`config.mk`:
```
export PLATFORM = sky130hd
export DESIGN_NAME = vx_wb_receiver_flat
export DESIGN_NICKNAME = d
export VERILOG_FILES = /design/src/rtl/vx_wb_receiver_pkg.sv /design/src/rtl/vx_wb_receiver_if.sv /design/src/rtl/vx_wb_receiver_skid.sv /design/src/rtl/vx_wb_receiver.sv /design/src/flat_wrapper.sv
export SDC_FILE = /design/constraint.sdc
export NUM_CORES = 1
export LEC_CHECK = 0
export CAP_MARGIN = 20
export CORE_AREA = 3 3 530 532
export DETAILED_ROUTE_END_ITERATION = 16
export DIE_AREA = 0 0 533 535
export MAX_ROUTING_LAYER = met4
export SYNTH_ARGS = -nofsm -noshare
export SYNTH_HDL_FRONTEND = slang
export SYNTH_HIERARCHICAL = 1
export SYNTH_SLANG_ARGS = --single-unit
export TNS_END_PERCENT = 20
```
`constraint.sdc`:
```
create_clock -name clk -period 19 [get_ports clk]
set_input_delay 4.75 -clock clk [delete_from_list [all_inputs] [get_ports clk]]
set_output_delay 4.75 -clock clk [all_outputs]
set_load 0.02 [all_outputs]
```
`src/rtl/vx_wb_receiver_pkg.sv`:
```
// Shared sizing constants and the writeback beat format for the writeback receiver.
package vx_wb_receiver_pkg;

  localparam int NUM_THREADS  = 4;
  localparam int NUM_WARPS    = 4;
  localparam int NUM_REGS     = 32;
  localparam int NW_BITS      = $clog2(NUM_WARPS);
  localparam int NR_BITS      = $clog2(NUM_REGS);
  localparam int WB_RCV_DEPTH = 2;

  typedef struct packed {
    logic [NW_BITS-1:0]        wid;
    logic [31:0]               pc;
    logic [NUM_THREADS-1:0]    tmask;
    logic [NR_BITS-1:0]        rd;
    logic [NUM_THREADS*32-1:0] data;
    logic                      eop;
  } wb_beat_t;

  typedef logic [NUM_WARPS-1:0][NUM_REGS-1:0] sb_bitmap_t;

endpackage

```
`src/rtl/vx_wb_receiver_if.sv`:
```
// Writeback beat channel: valid/ready handshake plus the beat payload.
interface vx_wb_receiver_if;
  import vx_wb_receiver_pkg::*;

  logic                      valid;
  logic                      ready;
  logic [NW_BITS-1:0]        wid;
  logic [31:0]               pc;
  logic [NUM_THREADS-1:0]    tmask;
  logic [NR_BITS-1:0]        rd;
  logic [NUM_THREADS*32-1:0] data;
  logic                      eop;

  modport master (output valid, wid, pc, tmask, rd, data, eop, input ready);
  modport slave  (input valid, wid, pc, tmask, rd, data, eop, output ready);

endinterface

```
`src/rtl/vx_wb_receiver_skid.sv`:
```
// Two-entry skid FIFO whose ready is registered, so upstream never sees a
// combinational path from the register-file ready.
module vx_wb_receiver_skid
  import vx_wb_receiver_pkg::*;
(
  input  logic     clk,
  input  logic     reset,
  input  logic     in_valid,
  output logic     in_ready,
  input  wb_beat_t in_beat,
  output logic     out_valid,
  output wb_beat_t out_beat,
  input  logic     out_ready,
  output logic     empty_next
);

  localparam int PTR_W = $clog2(WB_RCV_DEPTH);
  localparam int CNT_W = $clog2(WB_RCV_DEPTH + 1);

  wb_beat_t         mem [WB_RCV_DEPTH];
  logic [PTR_W-1:0] wr_ptr, rd_ptr;
  logic [CNT_W-1:0] count, count_next;
  logic             push, pop;

  assign push       = in_valid && in_ready;
  assign out_valid  = (count != '0);
  assign pop        = out_valid && out_ready;
  assign out_beat   = mem[rd_ptr];
  assign count_next = count + CNT_W'(push) - CNT_W'(pop);
  assign empty_next = (count_next == '0);

  // NOTE: sequential state uses <= so every register samples pre-edge values.
  always_ff @(posedge clk or posedge reset) begin
    if (reset) begin
      wr_ptr   <= '0;
      rd_ptr   <= '0;
      count    <= '0;
      in_ready <= 1'b0;
    end else begin
      count    <= count_next;
      in_ready <= (count_next <= CNT_W'(WB_RCV_DEPTH - 1));
      if (push) wr_ptr <= wr_ptr + PTR_W'(1);
      if (pop)  rd_ptr <= rd_ptr + PTR_W'(1);
    end
  end

  // NOTE: storage has no reset; count alone decides which entries are meaningful.
  always_ff @(posedge clk) begin
    if (push) mem[wr_ptr] <= in_beat;
  end

endmodule

```
`src/rtl/vx_wb_receiver.sv`:
```
// Writeback receiver: buffers beats, drives the register-file write port and
// keeps the per-warp register reservation scoreboard with release pulses.
module vx_wb_receiver
  import vx_wb_receiver_pkg::*;
#(
  parameter int CORE_ID = 0
) (
  input  logic                      clk,
  input  logic                      reset,
  vx_wb_receiver_if.slave           wb,
  input  logic                      rsv_valid,
  input  logic [NW_BITS-1:0]        rsv_wid,
  input  logic [NR_BITS-1:0]        rsv_rd,
  input  logic [NW_BITS-1:0]        chk_wid,
  input  logic [NR_BITS-1:0]        chk_rs1,
  input  logic [NR_BITS-1:0]        chk_rs2,
  input  logic [NR_BITS-1:0]        chk_rs3,
  input  logic [NR_BITS-1:0]        chk_rd,
  output logic                      chk_busy,
  output logic [NUM_THREADS-1:0]    rf_wr_en,
  output logic [NW_BITS-1:0]        rf_wr_wid,
  output logic [NR_BITS-1:0]        rf_wr_rd,
  output logic [NUM_THREADS*32-1:0] rf_wr_data,
  input  logic                      rf_wr_ready,
  output logic                      rel_valid,
  output logic [NW_BITS-1:0]        rel_wid,
  output logic [NR_BITS-1:0]        rel_rd,
  output logic                      idle,
  output logic [31:0]               last_wb_value [NUM_REGS]
);

  wb_beat_t   in_beat, head;
  logic       head_valid, pop, clr, rsv_set, rsv_dup, fifo_empty_next;
  sb_bitmap_t bitmap_q, bitmap_d;
  logic       unused_pc;

  assign in_beat = '{wid: wb.wid, pc: wb.pc, tmask: wb.tmask, rd: wb.rd,
                     data: wb.data, eop: wb.eop};

  vx_wb_receiver_skid u_skid (
    .clk        (clk),
    .reset      (reset),
    .in_valid   (wb.valid),
    .in_ready   (wb.ready),
    .in_beat    (in_beat),
    .out_valid  (head_valid),
    .out_beat   (head),
    .out_ready  (rf_wr_ready),
    .empty_next (fifo_empty_next)
  );

  // Writes to x0 are suppressed but the beat still drains normally.
  assign pop        = head_valid && rf_wr_ready;
  assign rf_wr_en   = (head_valid && head.rd != '0) ? head.tmask : '0;
  assign rf_wr_wid  = head.wid;
  assign rf_wr_rd   = head.rd;
  assign rf_wr_data = head.data;
  assign unused_pc  = ^head.pc;

  assign clr     = pop && head.eop;
  assign rsv_set = rsv_valid && (rsv_rd != '0);
  assign rsv_dup = rsv_set && bitmap_q[rsv_wid][rsv_rd] &&
                   !(clr && head.wid == rsv_wid && head.rd == rsv_rd);

  // NOTE: bitmap_d gets a default first so no path leaves it unassigned (no latch).
  always_comb begin
    bitmap_d = bitmap_q;
    if (clr)     bitmap_d[head.wid][head.rd] = 1'b0;
    if (rsv_set) bitmap_d[rsv_wid][rsv_rd]   = 1'b1;
  end

  always_comb begin
    chk_busy = 1'b0;
    if (chk_rs1 != '0 && bitmap_q[chk_wid][chk_rs1]) chk_busy = 1'b1;
    if (chk_rs2 != '0 && bitmap_q[chk_wid][chk_rs2]) chk_busy = 1'b1;
    if (chk_rs3 != '0 && bitmap_q[chk_wid][chk_rs3]) chk_busy = 1'b1;
    if (chk_rd  != '0 && bitmap_q[chk_wid][chk_rd])  chk_busy = 1'b1;
  end

  always_ff @(posedge clk or posedge reset) begin
    if (reset) begin
      bitmap_q  <= '0;
      rel_valid <= 1'b0;
      rel_wid   <= '0;
      rel_rd    <= '0;
      idle      <= 1'b1;
    end else begin
      bitmap_q  <= bitmap_d;
      rel_valid <= clr;
      rel_wid   <= head.wid;
      rel_rd    <= head.rd;
      idle      <= (bitmap_d == '0) && fifo_empty_next;
    end
  end

  always_ff @(posedge clk) begin
    if (pop && head.rd != '0) last_wb_value[head.rd] <= head.data[31:0];
  end

  always_ff @(posedge clk) begin
    if (!reset) begin
      assert (!rsv_dup)
        else $error("core%0d: wid=%0d rd=%0d reserved while already busy",
                    CORE_ID, rsv_wid, rsv_rd);
    end
  end

endmodule

```
`src/flat_wrapper.sv`:
```
// flat-port wrapper written by rule: the top's interface ports become plain ports
module vx_wb_receiver_flat import vx_wb_receiver_pkg::*;
#(
  parameter int CORE_ID = 0
)
  (clk, reset, rsv_valid, rsv_wid, rsv_rd, chk_wid, chk_rs1, chk_rs2, chk_rs3, chk_rd, chk_busy, rf_wr_en, rf_wr_wid, rf_wr_rd, rf_wr_data, rf_wr_ready, rel_valid, rel_wid, rel_rd, idle, last_wb_value, wb_valid, wb_wid, wb_pc, wb_tmask, wb_rd, wb_data, wb_eop, wb_ready);
  vx_wb_receiver_if wb_i ();
  input  logic clk;
  input  logic reset;
  input  logic rsv_valid;
  input  logic [NW_BITS-1:0] rsv_wid;
  input  logic [NR_BITS-1:0] rsv_rd;
  input  logic [NW_BITS-1:0] chk_wid;
  input  logic [NR_BITS-1:0] chk_rs1;
  input  logic [NR_BITS-1:0] chk_rs2;
  input  logic [NR_BITS-1:0] chk_rs3;
  input  logic [NR_BITS-1:0] chk_rd;
  output logic chk_busy;
  output logic [NUM_THREADS-1:0] rf_wr_en;
  output logic [NW_BITS-1:0] rf_wr_wid;
  output logic [NR_BITS-1:0] rf_wr_rd;
  output logic [NUM_THREADS*32-1:0] rf_wr_data;
  input  logic rf_wr_ready;
  output logic rel_valid;
  output logic [NW_BITS-1:0] rel_wid;
  output logic [NR_BITS-1:0] rel_rd;
  output logic idle;
  output logic [31:0] last_wb_value[NUM_REGS];
  input wire logic [$bits(wb_i.valid)-1:0] wb_valid;
  input wire logic [$bits(wb_i.wid)-1:0] wb_wid;
  input wire logic [$bits(wb_i.pc)-1:0] wb_pc;
  input wire logic [$bits(wb_i.tmask)-1:0] wb_tmask;
  input wire logic [$bits(wb_i.rd)-1:0] wb_rd;
  input wire logic [$bits(wb_i.data)-1:0] wb_data;
  input wire logic [$bits(wb_i.eop)-1:0] wb_eop;
  output wire logic [$bits(wb_i.ready)-1:0] wb_ready;
  assign wb_i.valid = wb_valid;
  assign wb_i.wid = wb_wid;
  assign wb_i.pc = wb_pc;
  assign wb_i.tmask = wb_tmask;
  assign wb_i.rd = wb_rd;
  assign wb_i.data = wb_data;
  assign wb_i.eop = wb_eop;
  assign wb_ready = wb_i.ready;
  vx_wb_receiver #(.CORE_ID(CORE_ID)) u_core (.clk(clk), .reset(reset), .wb(wb_i), .rsv_valid(rsv_valid), .rsv_wid(rsv_wid), .rsv_rd(rsv_rd), .chk_wid(chk_wid), .chk_rs1(chk_rs1), .chk_rs2(chk_rs2), .chk_rs3(chk_rs3), .chk_rd(chk_rd), .chk_busy(chk_busy), .rf_wr_en(rf_wr_en), .rf_wr_wid(rf_wr_wid), .rf_wr_rd(rf_wr_rd), .rf_wr_data(rf_wr_data), .rf_wr_ready(rf_wr_ready), .rel_valid(rel_valid), .rel_wid(rel_wid), .rel_rd(rel_rd), .idle(idle), .last_wb_value(last_wb_value));
endmodule
```
### Word level (Yosys, flattened, before mapping)

Memory sizes are Yosys's and may differ from the RTL's.
Index checks and enable logic that the tools add are counted.

| word-level totals | value |
|---|---|
| bits of input ports | 206 |
| output and inout bits | 1174 |
| latch bits | 0 |
| memory bits (read-only) | 0 |
| register bits | 1166 |
| word-level logic and storage cells | 124 |
| bits in writable memories | 344 |
| memories kept | 1 |

Memory list:

| memory | depth | bits a word | read ports | clocked after Yosys merged registers in | write ports | RTL line | source |
|---|---|---|---|---|---|---|---|
| u_core.u_skid.mem | 2 | 172 | 1 | 0 | 1 | vx_wb_receiver_skid.sv:20 | `wb_beat_t mem [WB_RCV_DEPTH];` |

| operators by class | value |
|---|---|
| multipliers | 0 |
| bitwise gates (word level) | 4 |
| add/subtract/negate cells | 4 |
| shift-type cells | 0 |
| mux-type cells | 30 |
| equality and inequality tests | 0 |
| reductions and logical operators | 25 |
| div/mod/pow operators | 0 |
| magnitude comparators | 16 |

Operators by type and width:

| cell | count |
|---|---|
| $bwmux 1024 | 1 |
| $mux 128 | 2 |
| $demux 32 s5 | 1 |
| $and 128x128->128 | 1 |
| $demux 32 s2 | 2 |
| $logic_not 128->1 | 1 |
| $mux 32 | 4 |
| $not 128->128 | 1 |
| $or 128x128->128 | 1 |
| $bmux 32 s2 | 1 |
| $lt 5x6->1 const B | 6 |
| $reduce_bool 5->1 | 6 |
| $bmux 1 s5 | 4 |
| $logic_and 1x1->1 | 16 |
| $mux 1 | 12 |
| $demux 1 s5 | 2 |
| $ge 5x1->1 const B | 2 |
| $lt 2x3->1 const B | 3 |
| $ge 6x6->1 const B | 1 |
| $lt 6x1->1 const B | 1 |
| $not 5->6 | 1 |
| $ge 2x1->1 const B | 2 |
| $mux 4 | 1 |
| $add 1x1->1 const B | 2 |
| other kinds (5) | 5 |

### Depth between registers and ports, before layout

An unclocked memory read counts as a cell.

| logic depth | value |
|---|---|
| depth after elaboration | 14 |
| gate-level depth with buffers | 12 |
| depth with buffers taken out | 10 |

### Cells and area by module

Netlist, hierarchy kept.

By module, submodules not included:

| module | times used | cells an instance | area each (µm²) | seq. area each (µm²) |
|---|---|---|---|---|
| vx_wb_receiver | 1 | 1991 | 40857.9 | 34179.0 |
| vx_wb_receiver_skid | 1 | 554 | 12749.7 | 10455.0 |

### Worst setup path after synthesis

Ideal clock, no wire load.

| path | value |
|---|---|
| path type | input-to-reg |
| from | input port wb_valid |
| to | memory u_core/u_skid/mem[0][0] in the netlist's numbering (enable) |
| path buffers | 0 |
| data required time | 18293 ps |
| path slack | 6301 ps |
| data arrival time | 11992 ps |
| stages | 2 |
| library setup time | 707 ps |
| cells stage by stage | nand2_1 nor2_1 |

| between the ends | value |
|---|---|
| word-level cells in the longest chain between the ends | 3 |

Ends and longest elaborated chain:

| item | RTL line | source |
|---|---|---|
| start: declaration | flat_wrapper.sv:29 | `input wire logic [$bits(wb_i.valid)-1:0] wb_valid;` |
| $logic_and 1x1->1 | vx_wb_receiver_skid.sv:25 | `assign push = in_valid && in_ready;` |
| $mux 1 | vx_wb_receiver_skid.sv:49 | `if (push) mem[wr_ptr] <= in_beat;` |
| $mux 1 (implied by the code) | vx_wb_receiver_skid.sv:49 |  |
| end: declaration | vx_wb_receiver_skid.sv:20 |  |

Every way passes these cells.

### Final worst setup path

| path | value |
|---|---|
| from | input port chk_wid[0] |
| to | output port chk_busy |

| between the ends | value |
|---|---|
| word-level cells in the longest chain between the ends | 9 |
| elaborated cells on any way between the ends | 18 |
| those cells by class | 14 x mux; 4 x reduce/logical |

Ends and longest elaborated chain:

| item | RTL line | source |
|---|---|---|
| start: declaration | flat_wrapper.sv:13 | `input logic [NW_BITS-1:0] chk_wid;` |
| $bmux 32 s2 (*) | - |  |
| $mux 32 (implied by the code) (*) | - |  |
| $bmux 1 s5 | vx_wb_receiver.sv:74 | `if (chk_rs1 != '0 && bitmap_q[chk_wid][chk_rs1]) chk_busy = 1'b1;` |
| $mux 1 (implied by the code) | vx_wb_receiver.sv:74 |  |
| $logic_and 1x1->1 | vx_wb_receiver.sv:74 |  |
| $mux 1 | vx_wb_receiver.sv:74 |  |
| $mux 1 | vx_wb_receiver.sv:75 | `if (chk_rs2 != '0 && bitmap_q[chk_wid][chk_rs2]) chk_busy = 1'b1;` |
| $mux 1 | vx_wb_receiver.sv:76 | `if (chk_rs3 != '0 && bitmap_q[chk_wid][chk_rs3]) chk_busy = 1'b1;` |
| $mux 1 (*) | vx_wb_receiver.sv:77 | `if (chk_rd != '0 && bitmap_q[chk_wid][chk_rd]) chk_busy = 1'b1;` |
| end: declaration | flat_wrapper.sv:18 | `output logic chk_busy;` |

Mark *: on every way between the ends. The rest lies on a longest branch, timed or not. The select of a mux whose other input is x is not followed.

==> results.py <==
metrics = {
    "timing": {
        "tns_ns": 0,
        "setup_viol": 0,
        "slew_viol_final": 0,
        "max_freq_ghz": 0.0750,
        "hold_viol": 0,
        "rsz0062_at_grt": "false",
        "worstMarginPinSlew_ns": 1.21,
        "finalCriticalPeriod_ns": 13.33,
        "finalCritPeriodShare_pct": 70.2,
        "finalClockSkew_ns": 0.0725,
        "relSlewSlack_pct": 19.1,
        "setup_slack_ns": 5.67,
    },
    "floorplan": {
        "initial_core_util_pct": 18.6,
        "die_area_um2": 285000,
        "core_um2": 276000,
        "die_h_um": 535,
        "io_pins": 1380,
        "die_w_um": 533,
        "rows": 193,
    },
    "critical_path": {
        "path_cells": "buf_2 -> buf_4 -> clkinv_1 -> a311o_1 -> and4_1 -> nor4_1 -> or3_1 -> nand4_1 -> clkdlybuf4s50_1",
        "r2r_cells": 8,
        "r2r_slack_ns": 13.87,
        "arrival_ns": 8.58,
        "crit_family": "buffers and inverters",
        "start_kind": "input pin",
        "r2r_end": "u_core/last_wb_value[376]",
        "end_kind": "primary output",
        "slowest_delay_ns": 0.83,
        "cp_max_fo": 61,
        "cp_slowest_cell": "clkinv_1",
        "regToRegStartpoint": "u_core/u_skid/rd_ptr",
        "path_buf_inv": 4,
        "cp.required_ns": 14.25,
        "crit_type": "input pin to primary output",
    },
    "routing": {
        "routed_via_density": 4.10,
        "drt_wl_total_um": 219000,
        "routedWlPerCell_um": 27.9,
        "drc": 0,
        "initialDrtViolationCount": 3817,
        "firstDrtPassIters": 6,
        "final_antenna_net_count": 0,
        "dr_total_vias": 32100,
    },
    "final_layout": {
        "area_growth_pct": 46.4,
        "drive_above_1_share_pct": 15.3,
        "final_common_cell": "clkdlybuf4s50_1",
        "layout_common_cells": "clkdlybuf4s50_1, edfxtp_1, clkbuf_16",
        "nets": 4177,
    },
    "clock_network": {
        "cts-root-buf": "clkbuf_16",
        "htreeDepth": 4,
        "cts_buffers": 163,
        "postCtsSetupRepairBufs": 0,
        "path_clk_slew_ns": 0.05,
        "clk-insertion-delay-late_ns": 0.83,
        "tritoncts": "done",
        "cts_sinks": 1446,
        "clockBufferDepth": 4,
        "cts_resized": 0,
        "ctsHoldBuffers": 0,
    },
    "placed_design": {
        "port_buffers": 1347,
        "place_congestion": 0.954,
        "hpwl_um": 158000,
        "dpl_worst_slack_ns": 5.67,
    },
    "grt": {
        "grt_pass1_vias": 32000,
        "antenna_found_initial": 54,
        "overflow": 0,
        "grt_max_degree": 111,
        "track_usage_pct": 15.0,
        "grt_pass1_wl_um": 289000,
    },
    "worst_hold_path": {
        "hp-start": "u_core/u_skid/count[0]",
        "min_delay_worst_endpoint": "u_core/u_skid/count[0]",
        "hold_class": "flop to flop",
        "min_delay_path_depth": 1,
    },
    "synthesis": {
        "yosysWarnings": 6,
        "synth_area_um2": 51300,
        "avgSynthCellArea_um2": 21.0,
        "synthCells": 2448,
    },
    "run_status": {
        "outcome": "finished clean",
    },
    "pwr": {
        "vdd_drop_max_v": 0.0000948,
        "pwr_density_cell_nw_per_um2": 129,
        "total_power_mw": 9.66,
        "power.leakage_nw": 24.4,
    },
    "flow_run": {
        "maxCapViolCount": 0,
    },
}
routing by layer:
layer / vias to the layer above / routed length [um] / GRT usage [%] / part of all wire [%]
li1: 13100 / - / - / -
met1: 16500 / 81100 / 17.1 / 37
met2: 2165 / 107000 / 24.9 / 49
met3: 367 / 22600 / 4.98 / 10
met4: 0 / 7920 / 4.82 / 3.6
met5: - / 0 / - / 0
final cells by class:
type                            instances  area (um^2)
Timing Repair Buffer                 1462        14400
Sequential cell                      1446        42700
Fill cell                           27700       201000
Clock inverter                        100          937
Multi-Input combinational cell        885         8140
Tap cell                             3705         4640
Antenna cell                           29         72.6
Inverter                               11         43.8
Clock buffer                          195         4240
per-stage QoR:
step	instance area (um^2)	hold WS [ns]	util (%)	instances
after floorplan	51400	0.460	-	2479
final	75100	0.565	27.2	7833
after detailed placement	69900	0.547	25.3	7506
after CTS	75000	0.561	27.1	7801
after global routing	75100	0.577	27.2	7823
after global placement	69900	0.528	25.3	7506
state kept, by name, indices dropped and copies added (netlist names):
| register | count |
|---|---|
| u_core/last_wb_value | 1024 |
| u_core/u_skid/mem | 280 |
| u_core/bitmap_q | 128 |
| u_core/rel_rd | 5 |
| u_core/rel_wid | 2 |
| u_core/u_skid/count | 2 |
| u_core/idle | 1 |
| u_core/rel_valid | 1 |
| u_core/u_skid/in_ready | 1 |
| u_core/u_skid/rd_ptr | 1 |
| u_core/u_skid/wr_ptr | 1 |
report_power, final:
group / internal [mW] / total [mW] / switching, mW
registers: 4.03 / 4.19 / 0.151
logic: 0.732 / 2.40 / 1.67
clock network: 1.76 / 3.08 / 1.32
total: 6.53 / 9.66 / 3.14
worst max path at each step:
| stage | from | end | slack [ns] | cells past startpoint |
|---|---|---|---|---|
| 2_1_floorplan | chk_wid[1] | chk_busy | 7.31 | 11 |
| 3_3_place_gp | chk_wid[0] | chk_busy | 5.66 | 9 |
| 3_5_place_dp | chk_wid[0] | chk_busy | 5.67 | 9 |
| 4_1_cts | chk_wid[0] | chk_busy | 5.66 | 9 |
| 5_1_grt | chk_wid[0] | chk_busy | 5.44 | 10 |
| 6_report | chk_wid[0] | chk_busy | 5.67 | 9 |
worst register-to-register path, delay by kind of cell, from the launching register on:
family,cells,cell delay (ns)
AND/OR/NAND/NOR,4,2.12
multiplexers,1,0.52
flip-flops,1,0.81
buffers and inverters,3,1.28
Note: power is estimated with default switching activity, not from simulation.
